### config.mk
export PLATFORM = sky130hd
export DESIGN_NAME = alu_cmd_driver
export DESIGN_NICKNAME = d
export VERILOG_FILES = /design/src/rtl/alu_cmd_driver.sv
export SDC_FILE = /design/constraint.sdc
export NUM_CORES = 1
export LEC_CHECK = 0
export BUFFER_PORTS_ARGS = -buffer_cell sky130_fd_sc_hd__buf_2
export CAP_MARGIN = 20
export CORE_UTILIZATION = 60
export CTS_CLUSTER_DIAMETER = 120
export CTS_CLUSTER_SIZE = 10
export DETAILED_ROUTE_END_ITERATION = 7
export PLACE_DENSITY = 0.84
export SKIP_CTS_REPAIR_TIMING = 1
export SYNTH_ARGS = -nofsm -noshare
export SYNTH_HDL_FRONTEND = slang
export SYNTH_SLANG_ARGS = --single-unit
### constraint.sdc
create_clock -name clk -period 3.8 [get_ports clk]
set_input_delay 0.95 -clock clk [delete_from_list [all_inputs] [get_ports clk]]
set_output_delay 0.95 -clock clk [all_outputs]
set_load 0.05 [all_outputs]
### src/rtl/alu_cmd_driver.sv
// alu_cmd_driver: initiator side of the ALU start/done handshake.
// Commands are buffered in a small FIFO, issued one at a time with operands held stable,
// and each result (or timeout) is returned on a valid/ready response stream.
// Optional statistics counters are enabled with `define ALU_CMD_DRIVER_STATS_EN.
module alu_cmd_driver #(
  parameter int unsigned DEPTH   = 4,
  parameter int unsigned TIMEOUT = 16
) (
  input  logic        clk,
  input  logic        reset_n,
  input  logic        cmd_valid,
  output logic        cmd_ready,
  input  logic [7:0]  cmd_a,
  input  logic [7:0]  cmd_b,
  input  logic [2:0]  cmd_op,
  output logic [7:0]  alu_a,
  output logic [7:0]  alu_b,
  output logic [2:0]  alu_op,
  output logic        alu_start,
  input  logic        alu_done,
  input  logic [15:0] alu_result,
  output logic        rsp_valid,
  input  logic        rsp_ready,
  output logic [15:0] rsp_result,
  output logic [2:0]  rsp_op,
  output logic        rsp_timeout,
`ifdef ALU_CMD_DRIVER_STATS_EN
  output logic [15:0] stat_done_cnt,
  output logic [15:0] stat_timeout_cnt,
`endif
  output logic        busy
);

  localparam int unsigned AW = $clog2(DEPTH);
  localparam int unsigned PW = AW + 1;
  localparam int unsigned CW = $clog2(TIMEOUT + 1);

  typedef enum logic [1:0] {StIdle, StIssue, StRelease, StResp} state_e;

  state_e          state_q, state_d;
  logic [CW-1:0]   cnt_q, cnt_d;
  logic [15:0]     res_q, res_d;
  logic            to_q, to_d;
  logic [7:0]      alu_a_q, alu_b_q;
  logic [2:0]      alu_op_q;

  logic [PW-1:0]   wr_ptr_q, rd_ptr_q;
  logic [18:0]     mem_q [DEPTH];
  logic [18:0]     head;
  logic            empty, full, push, pop;

  // The extra pointer bit separates full (MSBs differ) from empty (pointers equal).
  assign empty     = (wr_ptr_q == rd_ptr_q);
  assign full      = (wr_ptr_q[AW] != rd_ptr_q[AW]) &&
                     (wr_ptr_q[AW-1:0] == rd_ptr_q[AW-1:0]);
  assign cmd_ready = !full;
  assign push      = cmd_valid && cmd_ready;
  assign head      = mem_q[rd_ptr_q[AW-1:0]];

  // FIFO storage, entries packed as {op, a, b}; contents need no reset.
  always_ff @(posedge clk) begin
    if (push) begin
      mem_q[wr_ptr_q[AW-1:0]] <= {cmd_op, cmd_a, cmd_b};
    end
  end

  // FIFO pointers; reset discards everything queued.
  always_ff @(posedge clk) begin
    if (!reset_n) begin
      wr_ptr_q <= '0;
      rd_ptr_q <= '0;
    end else begin
      if (push) wr_ptr_q <= wr_ptr_q + PW'(1);
      if (pop)  rd_ptr_q <= rd_ptr_q + PW'(1);
    end
  end

  // Next-state logic: issue, wait for done or timeout, mandatory start-low cycle, respond.
  always_comb begin
    state_d = state_q;
    cnt_d   = cnt_q;
    res_d   = res_q;
    to_d    = to_q;
    pop     = 1'b0;
    unique case (state_q)
      StIdle: begin
        if (!empty) begin
          pop     = 1'b1;
          cnt_d   = '0;
          state_d = StIssue;
        end
      end
      StIssue: begin
        if (alu_op_q == 3'b000) begin
          // nop: one start cycle, done not required and ignored
          res_d   = '0;
          to_d    = 1'b0;
          state_d = StRelease;
        end else if (alu_done) begin
          res_d   = alu_result;
          to_d    = 1'b0;
          state_d = StRelease;
        end else if (cnt_q == CW'(TIMEOUT - 1)) begin
          res_d   = '0;
          to_d    = 1'b1;
          state_d = StRelease;
        end else begin
          cnt_d = cnt_q + CW'(1);
        end
      end
      StRelease: begin
        state_d = StResp;
      end
      StResp: begin
        if (rsp_ready) state_d = StIdle;
      end
      default: state_d = StIdle;
    endcase
  end

  // State, wait counter, captured result and operand registers.
  always_ff @(posedge clk) begin
    if (!reset_n) begin
      state_q  <= StIdle;
      cnt_q    <= '0;
      res_q    <= '0;
      to_q     <= 1'b0;
      alu_a_q  <= '0;
      alu_b_q  <= '0;
      alu_op_q <= '0;
    end else begin
      state_q <= state_d;
      cnt_q   <= cnt_d;
      res_q   <= res_d;
      to_q    <= to_d;
      if (pop) begin
        {alu_op_q, alu_a_q, alu_b_q} <= head;
      end
    end
  end

  // Operands stay loaded from pop until the next pop, so rsp_op can reuse alu_op_q.
  always_comb begin
    alu_a       = alu_a_q;
    alu_b       = alu_b_q;
    alu_op      = alu_op_q;
    alu_start   = (state_q == StIssue);
    rsp_valid   = (state_q == StResp);
    rsp_result  = res_q;
    rsp_op      = alu_op_q;
    rsp_timeout = to_q;
    busy        = (state_q != StIdle) || !empty;
  end

`ifdef ALU_CMD_DRIVER_STATS_EN
  logic [15:0] done_cnt_q, to_cnt_q;

  // Saturating completion counters, stepped on each response handshake.
  always_ff @(posedge clk) begin
    if (!reset_n) begin
      done_cnt_q <= '0;
      to_cnt_q   <= '0;
    end else if (rsp_valid && rsp_ready) begin
      if (to_q) begin
        if (to_cnt_q != 16'hFFFF) to_cnt_q <= to_cnt_q + 16'd1;
      end else begin
        if (done_cnt_q != 16'hFFFF) done_cnt_q <= done_cnt_q + 16'd1;
      end
    end
  end

  assign stat_done_cnt    = done_cnt_q;
  assign stat_timeout_cnt = to_cnt_q;
`endif

endmodule

==> results.yml <==
outcome:
  status: "finished clean"
critical_path:
  cpPeakStageDelay_ns: 0.39
  critPathLaunch: "rd_ptr_q[0]$_SDFFE_PN0P_"
  critical_path.endpoint: "busy"
  worstRegToRegCells: 5
  crit_slowest_cell: "buf_4"
  critPathLaunchType: "flip-flop"
  cp_cell_sequence: "buf_4, xnor2_1, and4_4, inv_2, buf_2"
  crit_buf_inv: 3
  rrSetupSlack_ns: 1.51
  critPathCaptureType: "primary output"
  crit_arrival_ns: 1.96
  r2r-end: "alu_op[0]$_SDFFE_PN0P_"
  path_depth: 5
  path_class: "flip-flop to primary output"
  cp_max_fo: 23
  regToRegStartpoint: "rd_ptr_q[1]$_SDFFE_PN0P_"
  cp_top_family: "buffers and inverters"
  required_ns: 2.85
cts:
  cts_buffers: 17
  cts.sinks: 125
  clock-root-buffer: "clkbuf_8"
  htree_levels: 4
  clk_pin_slew_worst_paths_ns: 0.06
  cts_tree: "done"
  clockBufferDepth: 2
  clock_latency_ns: 0.52
synthesis:
  yosys.area.top_type: "edfxtp_1"
  async_flop_share_pct: 0
  avgSynthCellArea_um2: 14.19
  synth.ff_latch_count: 125
  synthTopCellsByCount: "76 x edfxtp_1, 50 x nand2_1, 49 x dfxtp_1, 23 x a21oi_1, 21 x nor2_1"
  ys_warn_count: 0
  synthDistinctLibCells: 40
  synth_ff_type: "edfxtp_1"
  syn-num-nets: 396
  synth_edf_count: 76
  synth_top_area_share_pct: 46.75
  yosysMostFrequentCell: "edfxtp_1"
  netlist_area_um2: 4882
  syn_inst: 344
  ys_seq_area_share_pct: 66.84
  synth.area.top_cells: "edfxtp_1 47%, dfxtp_1 20%, mux4_2 8.8%"
sta:
  clock_skew_ns: 0.009332
  fmax_ghz: 0.3440
  maxSlewHeadroom_pct: 34.17
  hold_violations: 0
  finalSetupViolations: 0
  finalCriticalPeriod_ns: 2.907
  rsz0062_at_grt: "no"
  worst_pin_slew_ns: 0.9838
  setup_tns_ns: 0
  period_share_pct: 76.49
  maxSlewViolCount: 0
grt:
  grt_pass1_wl_mm: 14.70
  grt_overflow: 0
  antenna_found_initial: 0
  track_usage_pct: 23.52
  grt_max_degree: 27
  grt_pass1_vias: 3050
power_and_ir_drop:
  p_clk_share_pct: 33.4
  power.density_nw_per_um2: 805.8
  p_sw_share_pct: 35.69
  ir_drop_uv: 559.0
  p_int_mw: 3.099
  p_switching_mw: 1.720
  power_frac_seq_pct: 35.1
  leakagePower_nw: 2.295
  pwr-share-comb_pct: 31.6
layout:
  final_util_pct: 76.60
  antenna_cells: 0
  final_nets: 485
  drive_gt1_share_pct: 32.96
  area_growth_pct: 22.50
  stdcell_count: 548
  fin_area_um2: 5981
detailed_routing:
  drt_iter0_markers: 182
  wl_mm: 9.186
  dr.pass1.iters: 5
  routed-via-count: 3060
  routedWlPerCell_um: 16.76
  drcViolationCount: 0
  vias_per_cell: 5.584
  postRouteAntennaNets: 0
flow_run:
  maxCapViolations: 0
floorplanning:
  dieHeight_um: 92.21
  die_area_um2: 8502
  coreArea_um2: 7807
  die_x_um: 92.21
  initial_core_util_pct: 62.53
  num_rows: 32
  num_io_pins: 83
placed_design:
  place.gp.congestion: 0.8540
  dp_hpwl_mm: 5.745
  port_buffers: 82
  dpl_cell_area_um2: 5379
  post-place-cells: 516
worst_hold_path:
  hp-class: "flip-flop to flip-flop"
[stage by stage]
stage               hold slack (ns)  power (mW)  worst slack, ns
global route                 0.4723       5.026           0.7719
finish                       0.4548       4.819           0.8934
global placement             0.4442       3.199            1.431
floorplan                    0.4381       2.935            1.679
detailed placement           0.4468       3.240            1.425
CTS                          0.4553       4.861           0.8497
[logic make-up after synthesis]
| logic type | Yosys count | synth area share, % |
|---|---|---|
| AOI/OAI and AO/OA | 54 | 7.663 |
| xor gates and xnor gates | 8 | 1.435 |
| adders and majority gates | 12 | 3.075 |
| buffers and inverters | 29 | 2.768 |
| DFF | 125 | 66.84 |
| muxes | 25 | 9.995 |
| and+or+nand+nor | 91 | 8.227 |
[worst register-to-register path: stages (launching register included)]
cell and delay, ns:
dfxtp_1 0.34, buf_4 0.32, xor2_1 0.40, o31a_1 0.81, nand2_1 0.15, a21oi_1 0.19
[flip-flops by register name, indices dropped and copies added, names as in the netlist]
| signal | count |
|---|---|
| alu_a | 8 |
| alu_b | 8 |
| alu_op | 3 |
| cnt_q | 5 |
| mem_q | 76 |
| rd_ptr_q | 3 |
| rsp_result | 16 |
| rsp_timeout | 1 |
| state_q | 2 |
| wr_ptr_q | 3 |
[worst min path at each step]
stage                               start               endpoint  slack, ns  cells after the start
finish              alu_b[2]$_SDFFE_PN0P_  alu_b[2]$_SDFFE_PN0P_       0.45                      2
global route        alu_a[1]$_SDFFE_PN0P_  alu_a[1]$_SDFFE_PN0P_       0.47                      2
CTS                 alu_a[5]$_SDFFE_PN0P_  alu_a[5]$_SDFFE_PN0P_       0.46                      2
detailed placement  alu_a[5]$_SDFFE_PN0P_  alu_a[5]$_SDFFE_PN0P_       0.45                      2
global placement    alu_a[1]$_SDFFE_PN0P_  alu_a[1]$_SDFFE_PN0P_       0.44                      2
floorplan           cnt_q[4]$_SDFFE_PN0P_  cnt_q[4]$_SDFFE_PN0P_       0.44                      2
[cells in the final DEF, fill, tap and decap left out, drive strengths merged, types with 4 or more instances in the layout]
| cell | count |
|---|---|
| buf | 90 |
| mux2i | 6 |
| a22oi | 16 |
| nand3 | 4 |
| edfxtp | 76 |
| o21ai | 4 |
| a21oi | 23 |
| inv | 11 |
| dfxtp | 49 |
| clkinv | 6 |
| nor2 | 21 |
| clkbuf | 17 |
| mux4 | 19 |
| and2 | 4 |
| clkinvlp | 4 |
| nand2 | 50 |
| ha | 12 |
| xnor2 | 5 |
[cell type report]
type | count | area (µm²)
sequential | 125 | 3263
inverter | 9 | 33.78
fill | 463 | 1827
multi-input combinational | 190 | 1484
timing repair buffer | 90 | 470.5
clock buffer | 17 | 414.1
tap | 102 | 127.6
clock inverter | 15 | 187.7
[metal layers]
| layer | GRT usage [%] | wire length [µm] | vias to the layer above |
|---|---|---|---|
| li1 | - | - | 1447 |
| met1 | 27.95 | 3736 | 1481 |
| met2 | 39.80 | 4746 | 117 |
| met3 | 6.716 | 535 | 15 |
| met4 | 10.55 | 166 | 0 |
| met5 | 0 | 0 | - |
[power by group through the flow]
stage | clock [mW] | sequential (mW) | combinational [mW]
CTS | 1.63 | 1.69 | 1.54
finish | 1.61 | 1.69 | 1.52
global placement | 0 | 1.71 | 1.49
global route | 1.69 | 1.71 | 1.63
detailed placement | 0 | 1.72 | 1.52
floorplan | 0 | 2.02 | 0.916
No activity file was read; power rests on OpenSTA's default activity.
